===== src/rtl/sel_arb_pkg.sv =====
// Shared types and encodings for the round-robin selector arbiter.
// Select codes are active-low toward the selector; grant codes are one-hot {C,B,A}.
package sel_arb_pkg;

    typedef enum logic [1:0] {IDLE, GRANT, GAP} state_t;

    localparam logic [1:0] SW_IDLE = 2'b11;
    localparam logic [1:0] SW_A    = 2'b10;
    localparam logic [1:0] SW_B    = 2'b01;
    localparam logic [1:0] SW_C    = 2'b00;

    localparam logic [2:0] GNT_A = 3'b001;
    localparam logic [2:0] GNT_B = 3'b010;
    localparam logic [2:0] GNT_C = 3'b100;

    function automatic logic [1:0] gnt2sw(input logic [2:0] g);
        case (g)
            GNT_A:   return SW_A;
            GNT_B:   return SW_B;
            GNT_C:   return SW_C;
            default: return SW_IDLE;
        endcase
    endfunction

endpackage


===== src/rtl/rr_pick3.sv =====
// Three-way rotating-priority picker: search starts at the requester after 'last'.
module rr_pick3
    import sel_arb_pkg::*;
(
    input  logic [2:0] req,
    input  logic [2:0] last,
    output logic [2:0] win,
    output logic       valid
);

    always_comb begin
        win = '0;
        case (last)
            GNT_A: begin
                if      (req[1]) win = GNT_B;
                else if (req[2]) win = GNT_C;
                else if (req[0]) win = GNT_A;
            end
            GNT_B: begin
                if      (req[2]) win = GNT_C;
                else if (req[0]) win = GNT_A;
                else if (req[1]) win = GNT_B;
            end
            // GNT_C, and any corrupted pointer, restarts at A
            default: begin
                if      (req[0]) win = GNT_A;
                else if (req[1]) win = GNT_B;
                else if (req[2]) win = GNT_C;
            end
        endcase
    end

    assign valid = |req;

endmodule


===== src/rtl/sel_rr_arbiter.sv =====
// Round-robin owner of the 3-way selector: fixed hold window per grant,
// one forced idle (GAP) cycle between grants, registered data/enable copy.
module sel_rr_arbiter
    import sel_arb_pkg::*;
#(
    parameter  int HOLD_CYCLES = 27000000,
    localparam int CW          = $clog2(HOLD_CYCLES + 1)
) (
    input  logic       iClk,
    input  logic       iRst,
    input  logic       iReqA,
    input  logic       iReqB,
    input  logic       iReqC,
    input  logic [2:0] iA,
    input  logic [2:0] iB,
    input  logic [2:0] iC,
    output logic [1:0] oSwN,
    output logic [2:0] oGnt,
    output logic [2:0] oOut,
    output logic       oEn,
    output logic       oDone,
    output logic       oBusy
);

    if (HOLD_CYCLES < 1 || HOLD_CYCLES > (1 << 26)) begin : g_bad_hold
        $error("sel_rr_arbiter: HOLD_CYCLES must be in 1..2^26");
    end

    state_t          state;
    logic [CW-1:0]   cnt;
    logic [2:0]      last;
    logic [2:0]      req;
    logic [2:0]      win;
    logic            valid;
    logic [2:0]      arb_data;
    logic [2:0]      own_data;

    assign req = {iReqC, iReqB, iReqA};

    rr_pick3 u_pick (
        .req   (req),
        .last  (last),
        .win   (win),
        .valid (valid)
    );

    // One-hot AND-OR muxes: new winner's data and current owner's data
    assign arb_data = ({3{win[0]}}  & iA) | ({3{win[1]}}  & iB) | ({3{win[2]}}  & iC);
    assign own_data = ({3{oGnt[0]}} & iA) | ({3{oGnt[1]}} & iB) | ({3{oGnt[2]}} & iC);

    always_ff @(posedge iClk) begin
        if (iRst) begin
            state <= IDLE;
            cnt   <= '0;
            last  <= GNT_C;
            oGnt  <= '0;
            oSwN  <= SW_IDLE;
            oOut  <= '0;
            oEn   <= 1'b0;
            oDone <= 1'b0;
            oBusy <= 1'b0;
        end else begin
            oDone <= 1'b0;
            case (state)
                GRANT: begin
                    cnt  <= cnt + CW'(1);
                    oOut <= own_data;
                    // owner dropped its request, or the window is used up
                    if (!(|(req & oGnt)) || cnt == CW'(HOLD_CYCLES - 1)) begin
                        state <= GAP;
                        oGnt  <= '0;
                        oSwN  <= SW_IDLE;
                        oOut  <= '0;
                        oEn   <= 1'b0;
                        oBusy <= 1'b0;
                        oDone <= 1'b1;
                    end
                end
                default: begin
                    if (valid) begin
                        state <= GRANT;
                        last  <= win;
                        cnt   <= '0;
                        oGnt  <= win;
                        oSwN  <= gnt2sw(win);
                        oOut  <= arb_data;
                        oEn   <= 1'b1;
                        oBusy <= 1'b1;
                    end else begin
                        state <= IDLE;
                    end
                end
            endcase
        end
    end

endmodule


===== config.mk =====
export PLATFORM = sky130hd
export DESIGN_NAME = sel_rr_arbiter
export DESIGN_NICKNAME = d
export VERILOG_FILES = /design/src/rtl/sel_arb_pkg.sv /design/src/rtl/rr_pick3.sv /design/src/rtl/sel_rr_arbiter.sv
export SDC_FILE = /design/constraint.sdc
export NUM_CORES = 1
export LEC_CHECK = 0
export BUFFER_PORTS_ARGS = -buffer_cell sky130_fd_sc_hd__buf_2
export CORE_UTILIZATION = 40
export DETAILED_ROUTE_END_ITERATION = 10
export SKIP_CTS_REPAIR_TIMING = 1
export SLEW_MARGIN = 5
export SYNTH_ARGS = -nofsm -noshare
export SYNTH_HDL_FRONTEND = slang
export SYNTH_SLANG_ARGS = --single-unit

===== constraint.sdc =====
create_clock -name iClk -period 3.2 [get_ports iClk]
set_input_delay 0.16 -clock iClk [delete_from_list [all_inputs] [get_ports iClk]]
set_output_delay 0.16 -clock iClk [all_outputs]
set_load 0.005 [all_outputs]

=== Word-level counts from Yosys, hierarchy flattened ===
Cells that the tools add are included.

* Output and inout bits: 11
* Logic and storage cells: 66
* Register bits: 40
* Input port bits: 14

* Reductions and logical operators: 8
* Add/subtract/negate cells: 1
* Equal/unequal tests: 8
* Bitwise gates (word level): 12
* Multiplexer cells: 29

{| class="wikitable"
|+ Operators with widths
! kind !! count
|-
| 2-to-1 mux 25 bit || 2
|-
| 2-to-1 mux 3 bit || 13
|-
| adder 25 x 1 -> 25 bit, second input constant || 1
|-
| equality test 25 bit, second input constant || 1
|-
| AND 3 bit || 7
|-
| 2-to-1 mux 2 bit || 6
|-
| OR 3 bit || 4
|-
| equality test 3 x 1 -> 1 bit, second input constant || 2
|-
| equality test 3 x 2 -> 1 bit, second input constant || 2
|-
| 2-to-1 mux 1 bit || 6
|-
| case mux 2 bit (3 select lines) || 1
|-
| case mux 3 bit (2 select lines) || 1
|-
| OR reduction 3 bit || 2
|-
| AND reduction 2 bit || 2
|-
| equality test 3 bit, second input constant || 1
|-
| equality test 2 x 1 -> 1 bit, second input constant || 1
|-
| inequality test 2 bit, second input constant || 1
|-
| nonzero test 2 bit || 1
|-
| OR reduction 2 bit || 1
|-
| logical NOT 1 bit || 1
|-
| logical OR 1 bit || 1
|-
| NOT 1 bit || 1
|}

=== Logic depth before layout (Yosys ltp) ===
* Depth after elaboration: 9
* Gate-level depth with buffers: 7

=== Cells and area by module ===
A second synthesis with hierarchy kept.

* Cells, all modules: 235
* Area, all modules: 2006.9 um^2

{| class="wikitable"
|+ By module, submodules not included
! module !! area an instance (um^2) !! cells each !! instances !! seq. area each (um^2)
|-
| sel_rr_arbiter || 1909.3 || 222 || 1 || 800.8
|-
| rr_pick3 || 97.6 || 13 || 1 || 0.0
|}

=== Worst setup path before layout ===
Ideal clock, no wire load.

* Kind: reg2reg
* Start: reg cnt[0]
* End: reg cnt[22]
* Setup time: 0.128 ns
* Cell stages (with the launch flop): 8
* Data required time: 3.072 ns
* Slack: 1.196 ns
* Data arrival time: 1.877 ns
* Path through: dfxtp_1 -> ha_1 -> nand4b_4 -> or4_4 -> buf_6 -> or3b_1 -> mux2i_1 -> nor2_1

* Word-level cells in the longest chain between the ends: 2

{| class="wikitable"
|+ RTL lines
! element !! RTL line !! text
|-
| start: declaration || sel_rr_arbiter.sv:30 || <nowiki>logic [CW-1:0] cnt;</nowiki>
|-
| start signal: assignment || sel_rr_arbiter.sv:66 || <nowiki>cnt <= cnt + CW'(1);</nowiki>
|-
| adder 25 x 1 -> 25 bit || sel_rr_arbiter.sv:66 ||
|-
| 2-to-1 mux 25 bit || sel_rr_arbiter.sv:64 || <nowiki>case (state)</nowiki>
|}

Every way passes these cells.
A chain may end at the register's enable or synchronous reset.

=== Worst setup path after layout ===
* Start: reg state[0]
* End: reg cnt[21]

* Word-level cells in the longest chain between the ends: 2

{| class="wikitable"
|+ RTL lines
! element !! RTL line !! text
|-
| start: declaration || sel_rr_arbiter.sv:29 || <nowiki>state_t state;</nowiki>
|-
| start signal: assignment || sel_rr_arbiter.sv:53 || <nowiki>state <= IDLE;</nowiki>
|-
| start signal: assignment || sel_rr_arbiter.sv:70 || <nowiki>state <= GAP;</nowiki>
|-
| start signal: assignment || sel_rr_arbiter.sv:81 || <nowiki>state <= GRANT;</nowiki>
|-
| equality test 2 x 1 -> 1 bit * || sel_rr_arbiter.sv:64 ||
|-
| 2-to-1 mux 25 bit or nonzero test 2 bit (tied branches) || - ||
|}

Mark *: on every way between the ends. The rest lies on a longest branch, timed or not.

==> impl_metrics.ini <==
[critical_path]
startpoint_type = flop
worstPathArrival_ns = 2.39
cp_slowest_cell = or4_1
crit_chain = nand2b_1, nor2_2, nand4_1, or4_1, a21oi_1
cp_top_family = simple AND/OR/NAND/NOR gates
worst-setup-path-type = reg -> reg
worstSetupEndpointType = flop
path_buf_inv = 0
required_ns = 3.42
cpPeakStageDelay_ns = 0.58
reg2reg_slack_ns = 1.03
critPathMaxFanout = 12

[route]
postRouteAntennaNets = 0
via_per_inst = 5.59
wl_um = 4760
drtPass1Iterations = 4
wl_met2_um = 2210
dr_wl_met3_um = 176
top_layer_used = met4
drcViolationCount = 0
dr.first_iter.drc_count = 141
vias = 1845
met1Wirelength_um = 2310
wl_per_cell_um = 14.4

[status]
status = finished, final reports clean

[yosys]
synth_nets = 256
syn_area_um2 = 2000
synth-seq-area-share_pct = 40.0
synth_cells = 241
ys_types = 49
ys_ff_latch = 40
avgSynthCellArea_um2 = 8.31
yosys_warnings = 0
yosys_most_used_dff = dfxtp_1
synth_enable_flop_cells = 0
async_flop_share_pct = 0

[sta]
layout_setup_ws_ns = 1.03
maxSlewViolCount = 0
hold_violations = 0
fin_crit_sh_pct = 67.9
setup_viol = 0
tns_ns = 0
grt_setup_unrepaired = no
timing_worst_slew_pin_value_ns = 0.981
fmax_mhz = 460
skew_ns = 0.00727
slew_headroom_pct = 33.7
fin_crit_ns = 2.17

[clock_tree]
cts_tree = yes
htreeDepth = 2
cts_sinks = 40
clock_latency_ns = 0.29
numCtsBuffers = 5
cts_root_buffer = clkbuf_8
clk_pin_slew_ns = 0.08
clk_path_buf_depth = 2

[final_layout]
stdcell_area_um2 = 2260
nets = 278
antennaDiodeCount = 0
most-common-layout-cells = 40 x dfxtp_1, 35 x nor2_1, 24 x buf_2, 20 x nand2_1, 19 x a21oi_1
num-fill-cells = 499
drive_gt1_share_pct = 19.4
area_growth_pct = 13.1
layout_commonest_cell = dfxtp_1
fin_cells = 330

[global_routing]
grt.total_usage_pct = 19.5
overflow = 0
grt_pass1_wl_um = 7910
grt_antenna_before_repair = 0
grt_pass1_vias = 1692
grt_max_degree = 38

[job]
cap_violations = 0

[power_and_ir_drop]
p_total_mw = 1.03
power_density_nw_per_um2 = 456
power.leakage_nw = 0.840
irDropWorstVdd_v = 0.000278

[placed_design]
numPortBuffers = 24
gp_congestion = 0.816
preCtsSetupSlack_ns = 1.09
dpl-instance-area_um2 = 2170
place_hpwl_um = 3360
numPlacedInstances = 323

[floorplan]
dieArea_um2 = 5290
die_x_um = 72.7
dieHeight_um = 72.7
pin_count = 25
start_util_pct = 42.1
num_rows = 25
core-area_um2 = 4750

[hold_path]
hold_class = in -> reg
flip-flops by register name, summed over array words and instances, names as in the netlist:
register	count
cnt	25
last	3
oBusy	1
oDone	1
oGnt	3
oOut	3
oSwN	2
state	2
power by group:
group | switching (mW) | internal [mW] | leakage, nW | total [mW]
combinational | 0.0805 | 0.0519 | 0.464 | 0.132
sequential | 0.0172 | 0.518 | 0.325 | 0.535
clock | 0.174 | 0.192 | 0.0503 | 0.366
cells in the mapped netlist, drive strengths merged, types with 4 or more instances:
library cell / n / area, µm²
a31o: 4 / 35.0
nand2: 20 / 75.1
nand4: 4 / 31.3
nand3: 11 / 60.1
nor3: 7 / 35.0
a21oi: 19 / 95.1
and3: 6 / 37.5
o211ai: 9 / 67.6
inv: 8 / 30.0
a222oi: 4 / 40.0
mux2: 7 / 78.8
nor2: 36 / 138
nand2b: 6 / 37.5
dfxtp: 40 / 801
or3: 10 / 62.6
clkbuf: 9 / 33.8
layout make-up:
class                      instances  area [µm²]  share of cell area [%]
inverter                           8        30.0                    1.33
clock buffer                       7        96.3                    4.25
multi-input combinational        182        1120                    49.4
tap                               67        83.8                    3.70
timing repair buffer              26         135                    5.97
sequential                        40         801                    35.4
worst paths after layout:
kind | start | end | depth (start not counted)
worst min-delay path | iA[0] | oOut[0]$_SDFFE_PP0P_ | 3
worst max register to register | state[0]$_SDFFE_PP0P_ | cnt[21]$_SDFFE_PP0P_ | 5
worst min register to register | oOut[0]$_SDFFE_PP0P_ | oOut[0]$_SDFFE_PP0P_ | 2
worst max-delay path | state[0]$_SDFFE_PP0P_ | cnt[21]$_SDFFE_PP0P_ | 5
per-layer routing:
layer,track usage (%),vias to the layer above
met5,0,-
met4,6.54,0
met3,3.73,7
met2,31.0,35
met1,26.5,872
li1,-,931
metrics by stage:
stage	hold slack [ns]	utilization, %
2_1_floorplan	0.397	-
3_3_place_gp	0.491	45.6
3_5_place_dp	0.498	45.6
4_1_cts	0.217	47.6
5_1_grt	0.260	47.6
6_report	0.221	47.6
worst register-to-register path: cells and delay by family, from the launching register on:
| kind | cells | cell delay (ns) |
|---|---|---|
| compound gates | 1 | 0.16 |
| flops | 1 | 0.39 |
| simple gates | 4 | 1.54 |
cells by family after synthesis:
kind of cell               count (synthesis)  synth area share, %
and+or+nand+nor                          115                 30.8
AOI/OAI and AO/OA                         56                 19.1
DFF                                       40                 40.0
buffers and inverters                     19                 4.13
muxes                                      8                 4.44
xor gates and xnor gates                   2                0.875
adders and majority gates                  1                0.625
Note: power is estimated with default switching activity, not from simulation.
